### config.mk
export PLATFORM = sky130hd
export DESIGN_NAME = cluster_rate_meter_flat
export DESIGN_NICKNAME = d
export VERILOG_FILES = /design/src/rtl/gem_led_pkg.sv /design/src/rtl/cluster_rate_meter_if.sv /design/src/rtl/cluster_rate_meter_rate_bar_encoder.sv /design/src/rtl/cluster_rate_meter.sv /design/src/flat_wrapper.sv
export SDC_FILE = /design/constraint.sdc
export NUM_CORES = 1
export LEC_CHECK = 0
export CAP_MARGIN = 15
export CORE_ASPECT_RATIO = 1.2
export CORE_MARGIN = 8
export CORE_UTILIZATION = 45
export CTS_CLUSTER_DIAMETER = 50
export DETAILED_ROUTE_END_ITERATION = 8
export DONT_BUFFER_PORTS = 1
export GPL_ROUTABILITY_DRIVEN = 0
export GPL_TIMING_DRIVEN = 1
export PLACE_DENSITY_LB_ADDON = 0.3
export SETUP_SLACK_MARGIN = 0.1
export SYNTH_ARGS = -nofsm -noshare
export SYNTH_HDL_FRONTEND = slang
export SYNTH_HIERARCHICAL = 1
export SYNTH_SLANG_ARGS = --single-unit
### constraint.sdc
create_clock -name clock -period 2.4 [get_ports clock]
set_clock_uncertainty 0.05 [all_clocks]
set_input_delay 0 -clock clock [delete_from_list [all_inputs] [get_ports clock]]
set_output_delay 0 -clock clock [all_outputs]
set_load 0.05 [all_outputs]
### src/rtl/gem_led_pkg.sv
// Shared constants and elaboration-time helpers for the GEM LED path.
// Holds the bar width shared with the LED controller, the gate-length
// calculation and the rate threshold table generator.
package gem_led_pkg;

    localparam int unsigned LED_BAR_WIDTH = 8;

    // Gate window length in clock cycles for 2^speedup_log2 windows per second.
    function automatic longint unsigned gate_cycles(input int unsigned clk_freq,
                                                    input int unsigned speedup_log2);
        return 64'(clk_freq) >> speedup_log2;
    endfunction

    // Largest value representable in a width-bit unsigned word.
    function automatic longint unsigned max_value(input int unsigned width);
        longint unsigned lim;
        if (width >= 64) begin
            lim = '1;
        end else begin
            lim = (64'd1 << width) - 64'd1;
        end
        return lim;
    endfunction

    // Threshold k of the bar: decades (1, 10, 100, ...) or linear steps,
    // clamped so it always fits the rate word.
    function automatic longint unsigned bar_threshold(input int unsigned     k,
                                                      input bit              logarithmic,
                                                      input longint unsigned step,
                                                      input int unsigned     width);
        longint unsigned lim;
        longint unsigned t;
        lim = max_value(width);
        if (logarithmic) begin
            t = 64'd1;
            for (int unsigned i = 0; i < k; i++) begin
                // Stop growing once past the clamp so the product cannot wrap.
                if (t <= lim) begin
                    t = t * 64'd10;
                end
            end
        end else begin
            t = (64'(k) + 64'd1) * step;
        end
        return (t > lim) ? lim : t;
    endfunction

endpackage

### src/rtl/cluster_rate_meter_if.sv
// Data bundle of the cluster rate meter.
//   increment_i    : clusters seen this cycle (unsigned)
//   rate_o         : last measured rate in Hz
//   progress_bar_o : thermometer bar, bit 0 = lowest threshold
//   update_o       : one-cycle pulse when a new window's bar is presented
// slave = the meter itself, master = the producer/consumer around it.
interface cluster_rate_meter_if #(
    parameter int unsigned INCREMENTER_WIDTH = 8,
    parameter int unsigned COUNTER_WIDTH     = 32,
    parameter int unsigned BAR_WIDTH         = 8
);

    logic [INCREMENTER_WIDTH-1:0] increment_i;
    logic [COUNTER_WIDTH-1:0]     rate_o;
    logic [BAR_WIDTH-1:0]         progress_bar_o;
    logic                         update_o;

    modport master (
        output increment_i,
        input  rate_o,
        input  progress_bar_o,
        input  update_o
    );

    modport slave (
        input  increment_i,
        output rate_o,
        output progress_bar_o,
        output update_o
    );

endinterface

### src/rtl/cluster_rate_meter_rate_bar_encoder.sv
// Registered rate -> thermometer comparator bank.
//   clock, reset_n : clock, synchronous active-low reset
//   rate_i         : rate to display, sampled when valid_i is high
//   valid_i        : a new rate is present on rate_i
//   bar_o          : bar_o[k] = (rate_i >= threshold k), held between updates
//   update_o       : one-cycle pulse accompanying each new bar value
module rate_bar_encoder
    import gem_led_pkg::*;
#(
    parameter int unsigned RATE_WIDTH  = 32,
    parameter int unsigned BAR_WIDTH   = LED_BAR_WIDTH,
    parameter int unsigned LOGARITHMIC = 1,
    parameter int unsigned BAR_STEP    = 100
) (
    input  logic                  clock,
    input  logic                  reset_n,
    input  logic [RATE_WIDTH-1:0] rate_i,
    input  logic                  valid_i,
    output logic [BAR_WIDTH-1:0]  bar_o,
    output logic                  update_o
);

    logic [BAR_WIDTH-1:0] hit_c;
    logic [BAR_WIDTH-1:0] bar_q;
    logic [BAR_WIDTH-1:0] bar_d;
    logic                 update_q;
    logic                 update_d;

    // One constant comparator per LED; monotonic thresholds give a thermometer code.
    for (genvar k = 0; k < BAR_WIDTH; k++) begin : g_thr
        localparam logic [RATE_WIDTH-1:0] THR =
            RATE_WIDTH'(bar_threshold(32'(k), (LOGARITHMIC != 0), 64'(BAR_STEP), RATE_WIDTH));
        assign hit_c[k] = (rate_i >= THR);
    end

    // Next-state: capture a new bar only when a rate arrives.
    always_comb begin
        bar_d    = bar_q;
        update_d = 1'b0;
        if (valid_i) begin
            bar_d    = hit_c;
            update_d = 1'b1;
        end
    end

    // State registers.
    always_ff @(posedge clock) begin
        if (!reset_n) begin
            bar_q    <= '0;
            update_q <= 1'b0;
        end else begin
            bar_q    <= bar_d;
            update_q <= update_d;
        end
    end

    assign bar_o    = bar_q;
    assign update_o = update_q;

endmodule

### src/rtl/cluster_rate_meter.sv
// Cluster rate meter: accumulates per-BX cluster counts over a fixed gate
// window, scales the window sum to Hz and drives a thermometer LED bar.
//   clock   : fabric clock
//   reset_n : synchronous active-low reset
//   bus     : slave side of cluster_rate_meter_if (increment in; rate,
//             progress bar and update pulse out)
// Timing: window closes at T, rate_o updates at T+1, bar and update_o at T+2.
module cluster_rate_meter
    import gem_led_pkg::*;
#(
    parameter int unsigned CLK_FREQUENCY     = 40079000,
    parameter int unsigned SPEEDUP_LOG2      = 4,
    parameter int unsigned COUNTER_WIDTH     = 32,
    parameter int unsigned INCREMENTER_WIDTH = 8,
    parameter int unsigned BAR_WIDTH         = LED_BAR_WIDTH,
    parameter int unsigned LOGARITHMIC       = 1,
    parameter int unsigned BAR_STEP          = 100
) (
    input  logic                 clock,
    input  logic                 reset_n,
    cluster_rate_meter_if.slave  bus
);

    localparam longint unsigned GATE      = gate_cycles(CLK_FREQUENCY, SPEEDUP_LOG2);
    localparam int unsigned     GCW       = (GATE > 64'd2) ? $clog2(GATE) : 2;
    localparam logic [GCW-1:0]  GATE_LAST = GCW'(GATE - 64'd1);
    localparam int unsigned     ACC_EXT_W = COUNTER_WIDTH + 1;
    localparam int unsigned     SCALE_W   = COUNTER_WIDTH + SPEEDUP_LOG2;

    // The three-stage pipeline must drain before the next window closes.
    if (GATE < 64'd3) begin : g_gate_too_short
        $error("cluster_rate_meter: gate window shorter than 3 cycles");
    end

    logic [GCW-1:0]           gate_cnt_q, gate_cnt_d;
    logic [COUNTER_WIDTH-1:0] acc_q, acc_d;
    logic [COUNTER_WIDTH-1:0] win_sum_q, win_sum_d;
    logic                     win_vld_q, win_vld_d;
    logic [COUNTER_WIDTH-1:0] rate_q, rate_d;
    logic                     rate_vld_q, rate_vld_d;

    logic                     close_c;
    logic [ACC_EXT_W-1:0]     sum_wide_c;
    logic [COUNTER_WIDTH-1:0] sum_sat_c;
    logic [SCALE_W-1:0]       scaled_c;
    logic                     scale_ovf_c;

    assign close_c = (gate_cnt_q == GATE_LAST);

    // Saturating accumulate: one extra bit catches the carry out.
    assign sum_wide_c = {1'b0, acc_q} + ACC_EXT_W'(bus.increment_i);
    assign sum_sat_c  = sum_wide_c[COUNTER_WIDTH] ? '1 : sum_wide_c[COUNTER_WIDTH-1:0];

    // Scale to Hz; anything landing above the rate word saturates.
    assign scaled_c    = SCALE_W'(win_sum_q) << SPEEDUP_LOG2;
    assign scale_ovf_c = ((scaled_c >> COUNTER_WIDTH) != '0);

    // Next-state for gate counter, accumulator and scaling stage.
    always_comb begin
        gate_cnt_d = gate_cnt_q + GCW'(1);
        acc_d      = sum_sat_c;
        win_sum_d  = win_sum_q;
        win_vld_d  = 1'b0;
        rate_d     = rate_q;
        rate_vld_d = 1'b0;

        // The closing cycle's increment belongs to the window being closed.
        if (close_c) begin
            gate_cnt_d = '0;
            acc_d      = '0;
            win_sum_d  = sum_sat_c;
            win_vld_d  = 1'b1;
        end

        if (win_vld_q) begin
            rate_d     = scale_ovf_c ? '1 : scaled_c[COUNTER_WIDTH-1:0];
            rate_vld_d = 1'b1;
        end
    end

    // State registers; reset discards any partial window.
    always_ff @(posedge clock) begin
        if (!reset_n) begin
            gate_cnt_q <= '0;
            acc_q      <= '0;
            win_sum_q  <= '0;
            win_vld_q  <= 1'b0;
            rate_q     <= '0;
            rate_vld_q <= 1'b0;
        end else begin
            gate_cnt_q <= gate_cnt_d;
            acc_q      <= acc_d;
            win_sum_q  <= win_sum_d;
            win_vld_q  <= win_vld_d;
            rate_q     <= rate_d;
            rate_vld_q <= rate_vld_d;
        end
    end

    assign bus.rate_o = rate_q;

    // Bar stage.
    rate_bar_encoder #(
        .RATE_WIDTH  (COUNTER_WIDTH),
        .BAR_WIDTH   (BAR_WIDTH),
        .LOGARITHMIC (LOGARITHMIC),
        .BAR_STEP    (BAR_STEP)
    ) u_bar (
        .clock    (clock),
        .reset_n  (reset_n),
        .rate_i   (rate_q),
        .valid_i  (rate_vld_q),
        .bar_o    (bus.progress_bar_o),
        .update_o (bus.update_o)
    );

endmodule
### src/flat_wrapper.sv
// flat-port wrapper written by rule: the top's interface ports become plain ports
module cluster_rate_meter_flat import gem_led_pkg::*;
#(
    parameter int unsigned CLK_FREQUENCY     = 40079000,
    parameter int unsigned SPEEDUP_LOG2      = 4,
    parameter int unsigned COUNTER_WIDTH     = 32,
    parameter int unsigned INCREMENTER_WIDTH = 8,
    parameter int unsigned BAR_WIDTH         = LED_BAR_WIDTH,
    parameter int unsigned LOGARITHMIC       = 1,
    parameter int unsigned BAR_STEP          = 100
)
  (clock, reset_n, bus_increment_i, bus_rate_o, bus_progress_bar_o, bus_update_o);
  cluster_rate_meter_if #(.INCREMENTER_WIDTH(INCREMENTER_WIDTH), .COUNTER_WIDTH(COUNTER_WIDTH), .BAR_WIDTH(BAR_WIDTH)) bus_i ();
  input  logic clock;
  input  logic reset_n;
  input wire logic [$bits(bus_i.increment_i)-1:0] bus_increment_i;
  output wire logic [$bits(bus_i.rate_o)-1:0] bus_rate_o;
  output wire logic [$bits(bus_i.progress_bar_o)-1:0] bus_progress_bar_o;
  output wire logic [$bits(bus_i.update_o)-1:0] bus_update_o;
  assign bus_i.increment_i = bus_increment_i;
  assign bus_rate_o = bus_i.rate_o;
  assign bus_progress_bar_o = bus_i.progress_bar_o;
  assign bus_update_o = bus_i.update_o;
  cluster_rate_meter #(.CLK_FREQUENCY(CLK_FREQUENCY), .SPEEDUP_LOG2(SPEEDUP_LOG2), .COUNTER_WIDTH(COUNTER_WIDTH), .INCREMENTER_WIDTH(INCREMENTER_WIDTH), .BAR_WIDTH(BAR_WIDTH), .LOGARITHMIC(LOGARITHMIC), .BAR_STEP(BAR_STEP)) u_core (.clock(clock), .reset_n(reset_n), .bus(bus_i));
endmodule
# Word level (Yosys, flattened, before mapping)
# Index checks and enable logic that the tools add are counted.
# Widths: inputs -> output; s select.
# totals
ff_bits,129
out_inout_bits,41
inputBits,10
word_cells,27
# classes
magnitude_cmp,8
mux,5
n_eq_ne,1
n_reduce_logical,2
add_sub_neg,2
n_bitwise,1
# op_table
operator,count
$mux 32,2
$reduce_bool 36->1,1
$add 32x8->33,1
$ge 32x1->1 const B,1
$ge 32x10->1 const B,1
$ge 32x14->1 const B,1
$ge 32x17->1 const B,1
$ge 32x20->1 const B,1
$ge 32x24->1 const B,1
$ge 32x4->1 const B,1
$ge 32x7->1 const B,1
$add 22x1->22 const B,1
$eq 22x22->1 const B,1
$mux 1,3
$reduce_or 2->1,1
$not 1->1,1

# Depth between registers and ports, before layout
# Gate-level depths: netlist of the first run.
# depth
ltp_word,2
depth_mapped,9
mapped_depth_nobuf,7

# By module
# The synthesis of the first run kept the hierarchy.
# modules_own_cells
module,n_inst,area_each_um2,cells_per_inst,seq_area_each_um2
cluster_rate_meter,1,5069.9,524,2342.2
rate_bar_encoder,1,639.4,73,180.2

# Worst setup path before layout of the first run
# No wires, ideal clock.
# synth_timing
path_type,flip-flop to flip-flop
start,register u_core.acc_q[0]
end,register u_core.win_sum_q[21]
t_required_ns,2.226
period_less_slack_ns,2.286
arrival_ns,2.113
setup_slack_ns,0.114
setup_ns,0.124
stages_incl_launch_ff,9
n_path_buf,1
path_cell_list,dfxtp_1 -> ha_1 -> fa_1 -> a211oi_1 -> o211a_2 -> nor4_4 -> nor2_1 -> buf_2 -> a21oi_1
# synth_between
elab_chain_len,2
# synth_rtl
element,line,source
"start, declared",cluster_rate_meter.sv:36,"logic [COUNTER_WIDTH-1:0] acc_q, acc_d;"
"start signal, assigned",cluster_rate_meter.sv:85,acc_q <= '0;
"start signal, assigned",cluster_rate_meter.sv:92,acc_q <= acc_d;
$add 32x8->33,cluster_rate_meter.sv:51,"assign sum_wide_c = {1'b0, acc_q} + ACC_EXT_W'(bus.increment_i);"
$mux 32,cluster_rate_meter.sv:52,assign sum_sat_c = sum_wide_c[COUNTER_WIDTH] ? '1 : sum_wide_c[COUNTER_WIDTH-1:0];
"end signal, assigned",cluster_rate_meter.sv:93,win_sum_q <= win_sum_d;
"end, declared",cluster_rate_meter.sv:37,"logic [COUNTER_WIDTH-1:0] win_sum_q, win_sum_d;"
# Every way passes these cells.
# A chain may end at the register's enable or synchronous reset.

# Worst setup path in the final report of the first run
# layout_timing
start,register u_core.acc_q[2]
end,register u_core.win_sum_q[17]
# Same word-level chain as after synthesis.

==> results of run 1 <==
[Yosys cell counts, types with 10 or more instances]
library cell  number
a211oi_1          14
a21oi_1           44
buf_2             10
clkbuf_1          17
dfxtp_1          126
ha_1              10
inv_1             10
nand2_1           29
nand3_1           21
nand4_1           20
nor2_1            62
nor3_1            10
nor4_1            11
o21ai_0           27
o221a_2           27
xnor2_1           22
xor2_1            17
[per-stage QoR]
| stage | instances | total power, µW | hold slack [ps] | util [%] |
|---|---|---|---|---|
| after detailed placement | 755 | 2890 | 89.7 | 47.6 |
| after CTS | 792 | 5500 | 7.23 | 53.0 |
| after floorplan | 597 | 2720 | 77.3 | - |
| after global placement | 755 | 2870 | 85.7 | 47.6 |
| final | 799 | 5590 | 34.0 | 54.4 |
| after global routing | 799 | 5810 | 38.8 | 54.4 |
[worst min-delay path, cell delays in order]
cell	delay, ps
ha_4	140
xor2_1	160
nor2_1	90
nor2_1	80
[power by group]
part	internal, µW	switching, µW
logic	350	473
clock network	1570	991
registers	2150	53.5
total	4080	1520
[final cells by class]
class	instances	area, µm²	share of cell area, %
multi-input combinational	427	3100	45.6
tap	164	205	3.02
sequential	126	2520	37.1
clock inverter	14	156	2.30
timing repair buffer	40	337	4.95
clock buffer	18	439	6.46
inverter	10	37.5	0.552
[state kept, by name (all words and copies together) (netlist names)]
name,count
u_core/win_vld_q,1
u_core/gate_cnt_q,22
u_core/bus.rate_o,29
u_core/acc_q,32
u_core/u_bar/bar_o,8
u_core/rate_vld_q,1
u_core/win_sum_q,32
u_core/u_bar/update_o,1
[routing by layer]
metal  part of all wire [%]  vias up  GRT usage [%]  wire length, µm
met1                     41     2255           18.9             6000
met5                      0        -              0                0
met4                    2.2        0           7.27              313
met2                     51      137           31.1             7360
met3                    6.0       25           5.22              865
li1                       -     2322              -                -
[how the worst max path moves through the flow]
stage	from	slack (ps)	endpoint
after global routing	u_core/acc_q[2]	50	u_core/win_sum_q[17]
after detailed placement	u_core/acc_q[0]	30	u_core/win_sum_q[18]
after floorplan	u_core/acc_q[0]	110	u_core/win_sum_q[21]
final	u_core/acc_q[2]	160	u_core/win_sum_q[17]
after global placement	u_core/acc_q[0]	100	u_core/win_sum_q[18]
after CTS	u_core/acc_q[0]	110	u_core/win_sum_q[22]
[cell families (layout without fill, tap and decap cells)]
family	after synthesis	in the layout	share of synthesized area, %
buffers and inverters	45	82	3.90
multiplexers	3	3	0.526
AO/OA/AOI/OAI	173	173	23.1
AND/OR/NAND/NOR	200	201	19.7
adder cells (fa/ha/maj)	11	11	2.54
XOR/XNOR	39	39	5.98
flip-flops	126	126	44.2
[repair_timing]
item                                    CTS  global route
endpoints found under the hold margin   104             5
hold buffers                              5             4
buffers inserted                          0             2
endpoints found under the setup margin   21            38
pin swaps                                 1             6
resized for setup                         3            18
cloned                                    0             1
==> out/qor.csv, run 1 <==
metric,value,unit
status,"complete, no violations",
drt_iter0_markers,308,
worstRegToRegCells,7,
syn_inst,597,
worst-slew-pin-transition,750,ps
critPathTopFamily,compound AO/OA/AOI/OAI gates,
setup_ws,161,ps
critical_path_class,flip-flop to flip-flop,
tritoncts,built,
routed_wl,14500,µm
rsz0062_at_grt,yes,
dpl_cell_area,5950,µm²
htreeDepth,4,
p_leak,0.00242,µW
cts-root-buf,clkbuf_16,
setup_viol,0,
critical_path_depth,7,
fillers,1126,
core-area,12500,µm²
numCtsBuffers,17,
start_kind,flip-flop,
worstSetupEndpointType,flip-flop,
arrival,2470,ps
dieArea,16600,µm²
p_per_area,822,nW/µm²
holdPathStages,4,
slew_viol_final,0,
relSlewSlack,49.9,%
hold_class,input pin to flip-flop,
synth_warnings,6,
worst-path-max-fanout,5,
min_to,u_core/acc_q[5],
syn_area,5710,µm²
synthesis.nets,618,
dp.final_hpwl,10100,µm
regToRegStartpoint,u_core/acc_q[2],
rows,45,
async_flop_share,0,%
clock_sinks,126,
layout_common_cells,"dfxtp_1, nor2_1, a21oi_1, buf_4, nand2_1",
design_area,6800,µm²
cp_num_buf_inv,1,
synth-edff-count,0,
io_pins,51,
wl_per_cell,18.2,µm
die_height,139,µm
yosys-top-cells-area,"dfxtp_1, o221a_2, nor2_1",
ys_seq_area_share,44.2,%
grtUsageTotal,17.5,%
diodes,0,
irDropWorstVdd,0.513,mV
start_util,45.7,%
period_minus_slack,2240,ps
critPathSlowestCell,or3b_2,
via_count,4739,
cap_violations,0,
yosysUniqueCellTypes,71,
die_w,119,µm
synth_top_area_cell,dfxtp_1,
ys_ff_latch,126,
layout_commonest_cell,dfxtp_1,
fmax,447,MHz
overflow,0,
required,2630,ps
grt_pass1_wl,23900,µm
antenna_found_initial,0,
clkTransAtPathRegs,60,ps
grt_pass1_vias,4658,
syn_to_final_growth,19.1,%
cts_max_path_buffers,2,
drt-pass1-iter-count,5,
crit_chain,"ha_4, o211ai_1, buf_4, or3b_2, a211oi_1, xnor2_1, a21oi_1",
port_buffers,0,
hold_violations,0,
ys.flop_type,dfxtp_1,
drcViolationCount,0,
hold_path_startpoint,bus_increment_i[5],
clk_latency,410,ps
drtAntennaViolNets,0,
viasPerCell,5.93,
yosysTopAreaCellShare,44.2,%
finalSetupTns,0,ps
finalNetCount,643,
cpPeakStageDelay,530,ps
drive_gt1_share,20.8,%
r2r-end,u_core/win_sum_q[17],
dp_slack,25.4,ps
grt_max_degree,60,
regToRegSetupSlack,160,ps
fin_crit_sh,93.3,%
syn_area_per_cell,9.56,µm²
(Power assumes the default switching activity.)
==> run 2: changes to the inputs <==
SYNTH_HIERARCHICAL = not set   (was 1)
==> run 2 against run 1 <==
Worst hold slack got worse by 1.6 ps. Area after synthesis fell by 4.3%. Combinational power fell by 17%. Largest power group unchanged. Sequential share of layout area rose by 0.52 points. Sequential power barely moved. First-iteration DRC count fell by 20%. Design area fell by 2.1%. Setup slack got worse by 69 ps. Register-to-register slack got worse by 70 ps. Total power fell by 3.1%. Maximum frequency fell by 3.0%. Critical path type unchanged. Highest routed layer unchanged.
==> out/qor.csv, run 2 <==
metric,value,unit,change
status,"complete, no violations",,
rsz0062_at_grt,yes,,
start_util,45.5,%,-0.15 points
cts-root-buf,clkbuf_16,,
drtAntennaViolNets,0,,unchanged
grt_pass1_wl,21500,µm,-10%
worst-slew-pin-transition,1060,ps,+311 ps
yosysUniqueCellTypes,48,,-32%
syn_area_per_cell,8.96,µm²,-6.3%
irDropWorstVdd,0.366,mV,-29%
drive_gt1_share,17.3,%,-3.5 points
critical_path_class,flip-flop to flip-flop,,
ys.flop_type,dfxtp_1,,
syn_area,5460,µm²,-4.3%
clkTransAtPathRegs,60,ps,about the same
cap_violations,0,,unchanged
synthesis.nets,631,,+2.1%
die_w,117,µm,-1.9%
fin_util,55.5,%,+1.1 points
grt_max_degree,43,,-28%
core-area,12000,µm²,-4.0%
port_buffers,0,,unchanged
grtUsageTotal,17.0,%,-0.55 points
placed_cells,781,,+3.4%
arrival,2550,ps,+80 ps
async_flop_share,0,%,unchanged
synth_warnings,0,,-6
overflow,0,,unchanged
io_pins,51,,unchanged
fmax,433,MHz,-3.0%
dp_slack,34.1,ps,+8.68 ps
syn_inst,610,,+2.2%
diodes,0,,unchanged
required,2640,ps,about the same
p_per_area,814,nW/µm²,-1.1%
relSlewSlack,29.3,%,-21 points
p_leak,0.00241,µW,-0.53%
start_kind,flip-flop,,
layout_commonest_cell,dfxtp_1,,
die_height,137,µm,-1.9%
fillers,1073,,-4.7%
ys_ff_latch,125,,-0.79%
timing.hold.ws,32.4,ps,-1.55 ps
wl_per_cell,16.4,µm,-10%
finalNetCount,665,,+3.4%
syn_to_final_growth,21.9,%,
synth-edff-count,0,,unchanged
yosysTopAreaCellShare,45.8,%,+1.6 points
synth_top_area_cell,dfxtp_1,,
layout.cells.non_filler,816,,+2.1%
rows,44,,-2.2%
numCtsBuffers,17,,unchanged
grt_pass1_vias,4543,,-2.5%
htreeDepth,4,,unchanged
clock_sinks,125,,-0.79%
cts_max_path_buffers,2,,unchanged
setup_ws,92.0,ps,-69.0 ps
via_count,4518,,-4.7%
worstSetupEndpointType,flip-flop,,
viasPerCell,5.54,,-6.6%
antenna_found_initial,0,,unchanged
regToRegSetupSlack,90,ps,-70 ps
yosys-top-cells-area,"dfxtp_1, a21oi_1, mux2i_1",,
drcViolationCount,0,,unchanged
worst-path-max-fanout,8,,+3
dp.final_hpwl,9440,µm,-6.9%
tritoncts,built,,
finalSetupTns,0,ps,unchanged
slew_viol_final,0,,unchanged
clk_latency,410,ps,about the same
hold_violations,0,,unchanged
drt-pass1-iter-count,5,,unchanged
period_minus_slack,2310,ps,+69.0 ps
ys_seq_area_share,45.8,%,+1.6 points
drt_iter0_markers,246,,-20%
dieArea,15900,µm²,-3.8%
yosysMostFrequentCell,dfxtp_1,,
layout_common_cells,"dfxtp_1, a21oi_1, nor2_1, buf_4, nand2_1",,
routed_wl,13300,µm,-8.2%
fin_crit_sh,96.2,%,+2.9 points
synth_common_cells,"dfxtp_1, a21oi_1, nor2_1, nand2_1, o21ai_0",,
hold_class,input pin to flip-flop,,
setup_viol,0,,unchanged
## run 2: cell count changes in the layout (fill, tap and decap cells not counted), sizes merged, moves of 6 or more
cell	change
a21oi	+34
mux2i	+27
o221a	-27
buf	+16
nor2	+13
nor4	-11
nand4	-10
dlygate4sd3	-6
nand2	+6
nor3	-6
## run 2: critical path, cell delays in order (launching register included)
cell and delay [ps]:
dfxtp_1 340, ha_1 290, a21o_1 140, nand4_1 130, a21o_2 310, a2111oi_1 620, xnor2_1 220, a21oi_1 90
## run 2: metal layers
metal  GRT usage [%]  vias to the layer above  routed length (µm)
met5               0                        -                   0
met1            19.0                     2107                5520
met4            9.34                        0                 371
li1                -                     2254                   -
met2            28.6                      125                6650
met3            4.59                       32                 796
## run 2: final cells by class
cell class / instances / area (µm²) / share of cell area, %
clock buffers: 17 / 425 / 6.39
flip-flops and latches: 125 / 2510 / 37.6
repair buffers: 51 / 418 / 6.27
well taps: 161 / 201 / 3.02
multi-input cells: 441 / 2910 / 43.7
inverters: 8 / 30.0 / 0.451
clock inverters: 13 / 166 / 2.50
## run 2: final timing paths
check | start | endpoint | cells past startpoint
setup reg to reg | u_core.acc_q[1] | u_core.win_sum_q[19] | 7
hold / removal | bus_increment_i[0] | u_core.acc_q[1] | 4
setup / recovery | u_core.acc_q[1] | u_core.win_sum_q[19] | 7
hold reg to reg | u_core.gate_cnt_q[0] | u_core.gate_cnt_q[0] | 1
## run 2: metrics by stage
step | cell area (µm²) | total power, µW
detailed placement | 5880 | 2810
finish | 6660 | 5420
global route | 6660 | 5620
global placement | 5880 | 2800
floorplan | 5470 | 2660
CTS | 6520 | 5400
## run 2: logic make-up after synthesis
logic type               synth area share (%)
AO/OA/AOI/OAI                            17.6
XOR/XNOR                                 7.37
adder cells (fa/ha/maj)                  2.66
buffers and inverters                    3.46
flip-flops                               45.8
multiplexers                             5.50
AND/OR/NAND/NOR                          17.6
## run 2: report_power, final
| part | switching [µW] | internal [µW] | leakage, µW |
|---|---|---|---|
| Sequential | 37.9 | 2140 | 0.00101 |
| Combinational | 424 | 261 | 0.00111 |
| Clock | 932 | 1630 | 0.000282 |
## run 2: repair_timing
action                                  4_1_cts  5_1_grt
hold buffers                                  3        0
resized for setup                             2       28
gates cloned                                  0        0
pin swaps                                     0       10
buffers inserted                              0        2
endpoints found under the hold margin        95        0
endpoints found under the setup margin       33       57
==> run 3: changes to the inputs <==
==> constraint.sdc (replaced) <==
create_clock -name clock -period 2.4 [get_ports clock]
set_clock_uncertainty 0.05 [all_clocks]
set_input_delay 0.24 -clock clock [delete_from_list [all_inputs] [get_ports clock]]
set_output_delay 0.24 -clock clock [all_outputs]
set_load 0.05 [all_outputs]
==> run 3 against run 2 <==
Design area decreased by 0.85%. Sequential power barely moved. Total power grew 0.25%. Clock-buffer cell count grew 1. Maximum frequency grew 2.0%. Highest routed layer unchanged.
==> out/qor.csv, run 3 (synthesized netlist as in run 2, its figures left out) <==
metric,value,unit,change
status,"complete, no violations",,
grt_pass1_wl,22000,µm,+2.6%
cpPeakStageDelay,450,ps,-170 ps
p_seq_share,40.1,%,about the same
tritoncts,built,,
p_comb_share,13.3,%,+0.7 points
crit_chain,"ha_1, o211ai_1, o211ai_1, nand2_1, o41a_1, buf_6, a21oi_1",,
critical_path_class,flip-flop to flip-flop,,
drt_iter0_markers,292,,+19%
dp.final_hpwl,9510,µm,+0.71%
diodes,0,,unchanged
port_buffers,0,,unchanged
core-area,12000,µm²,unchanged
regToRegSetupSlack,140,ps,+50 ps
worstRegToRegCells,7,,unchanged
fmax,442,MHz,+2.0%
start_util,45.5,%,unchanged
dieArea,15900,µm²,unchanged
worstSetupEndpointType,flip-flop,,
regToRegStartpoint,u_core.acc_q[3],,
hold_violations,0,,unchanged
crit_top_cell,o211ai_1,,
htreeDepth,4,,unchanged
fin_crit_sh,94.2,%,-1.9 points
wl_per_cell,16.5,µm,+0.80%
arrival,2560,ps,about the same
syn_to_final_growth,20.9,%,
viasPerCell,5.61,,+1.3%
p_switching,1520,µW,+8.8%
holdPathStages,3,,-1
start_kind,flip-flop,,
cap_violations,0,,unchanged
layout_commonest_cell,dfxtp_1,,
p_per_area,823,nW/µm²,+1.1%
p_sw_share,27.9,%,+2.2 points
drtAntennaViolNets,0,,unchanged
numCtsBuffers,17,,unchanged
drive_gt1_share,17.0,%,-0.23 points
grt_max_degree,43,,unchanged
slew_viol_final,0,,unchanged
cts-root-buf,clkbuf_16,,
clock_sinks,125,,unchanged
critPathSlowestCell,o41a_1,,
antenna_found_initial,0,,unchanged
setup_viol,0,,unchanged
cp_num_buf_inv,1,,+1
clockPowerShare,46.6,%,-0.6 points
hold_class,input pin to flip-flop,,
layout_common_cells,"dfxtp_1, a21oi_1, nor2_1, buf_4, nand2_1",,
die_height,137,µm,unchanged
irDropWorstVdd,0.409,mV,+12%
finalSetupTns,0,ps,unchanged
fillers,1094,,+2.0%
hold_path_startpoint,bus_increment_i[0],,
r2r-end,u_core.win_sum_q[29],,
rsz0062_at_grt,yes,,
critPathTopFamily,compound AO/OA/AOI/OAI gates,,
worst-path-max-fanout,8,,unchanged
relSlewSlack,28.6,%,-0.68 points
drt-pass1-iter-count,5,,unchanged
rows,44,,unchanged
overflow,0,,unchanged
grtUsageTotal,17.4,%,+0.49 points
setup_ws,138,ps,+46.1 ps
min_to,u_core.acc_q[0],,
period_minus_slack,2260,ps,-46.1 ps
clkTransAtPathRegs,60,ps,about the same
worst-slew-pin-transition,1070,ps,+6.63 ps
cts_max_path_buffers,2,,unchanged
required,2700,ps,+60 ps
via_count,4560,,+0.93%
drcViolationCount,0,,unchanged
clk_latency,420,ps,about the same
dp_slack,36.8,ps,+2.72 ps
grt_pass1_vias,4395,,-3.3%
timing.hold.ws,80.3,ps,+47.9 ps
routed_wl,13400,µm,+0.43%
io_pins,51,,unchanged
p_leak,0.00240,µW,-0.41%
die_w,117,µm,unchanged
p_int,3920,µW,-2.7%
finalNetCount,660,,-0.75%
==> run 3: worst max-delay path by stage <==
| stage | slack, ps | end | cells past startpoint | start |
|---|---|---|---|---|
| after floorplan | 150 | u_core.win_sum_q[10] | 9 | u_core.acc_q[0] |
| after global placement | 100 | u_core.win_sum_q[31] | 6 | u_core.acc_q[18] |
| after detailed placement | 40 | u_core.acc_q[9] | 9 | u_core.acc_q[0] |
| after CTS | 100 | u_core.acc_q[9] | 9 | u_core.acc_q[0] |
| after global routing | 10 | u_core.win_sum_q[31] | 8 | u_core.acc_q[3] |
| final | 140 | u_core.win_sum_q[29] | 7 | u_core.acc_q[3] |
==> run 3: layout make-up <==
type / instances / area, µm² / share of cell area (%)
Timing Repair Buffer: 46 / 388 / 5.87
Sequential cell: 125 / 2510 / 37.9
Clock inverter: 14 / 146 / 2.22
Inverter: 8 / 30.0 / 0.455
Tap cell: 161 / 201 / 3.05
Multi-Input combinational cell: 441 / 2890 / 43.8
Clock buffer: 18 / 439 / 6.65
==> run 3: worst reg2reg max path, stage by stage, from the launching register on <==
cell	delay, ps
dfxtp_1	300
ha_1	350
o211ai_1	140
o211ai_1	440
nand2_1	190
o41a_1	450
buf_6	150
a21oi_1	130
==> run 3: per-stage QoR <==
step	cell area (µm²)	std cells	utilization [%]	power, µW
after floorplan	5470	610	-	2660
after global placement	5870	778	48.9	2800
after detailed placement	5870	778	48.9	2810
after CTS	6480	811	54.0	5340
after global routing	6610	813	55.0	5630
final	6610	813	55.0	5430
==> run 3: per-layer routing <==
metal	up-vias	wire (µm)	GRT usage, %
met5	-	0	0
met4	0	391	10.0
met3	30	825	4.33
met2	132	6620	28.8
met1	2152	5560	20.1
li1	2246	-	-
==> run 3: power groups by stage <==
stage / logic, µW / clock network [µW] / registers, µW
detailed placement: 594 / 0 / 2220
global placement: 577 / 0 / 2220
finish: 723 / 2530 / 2180
global route: 781 / 2660 / 2190
floorplan: 448 / 0 / 2210
CTS: 614 / 2560 / 2170
==> run 3: what timing repair did <==
action	in CTS	in global routing
setup buffers	0	2
pin swaps	0	8
endpoints found under the setup margin	22	86
gates resized for setup	4	26
hold buffers	1	0
endpoints found under the hold margin	32	0
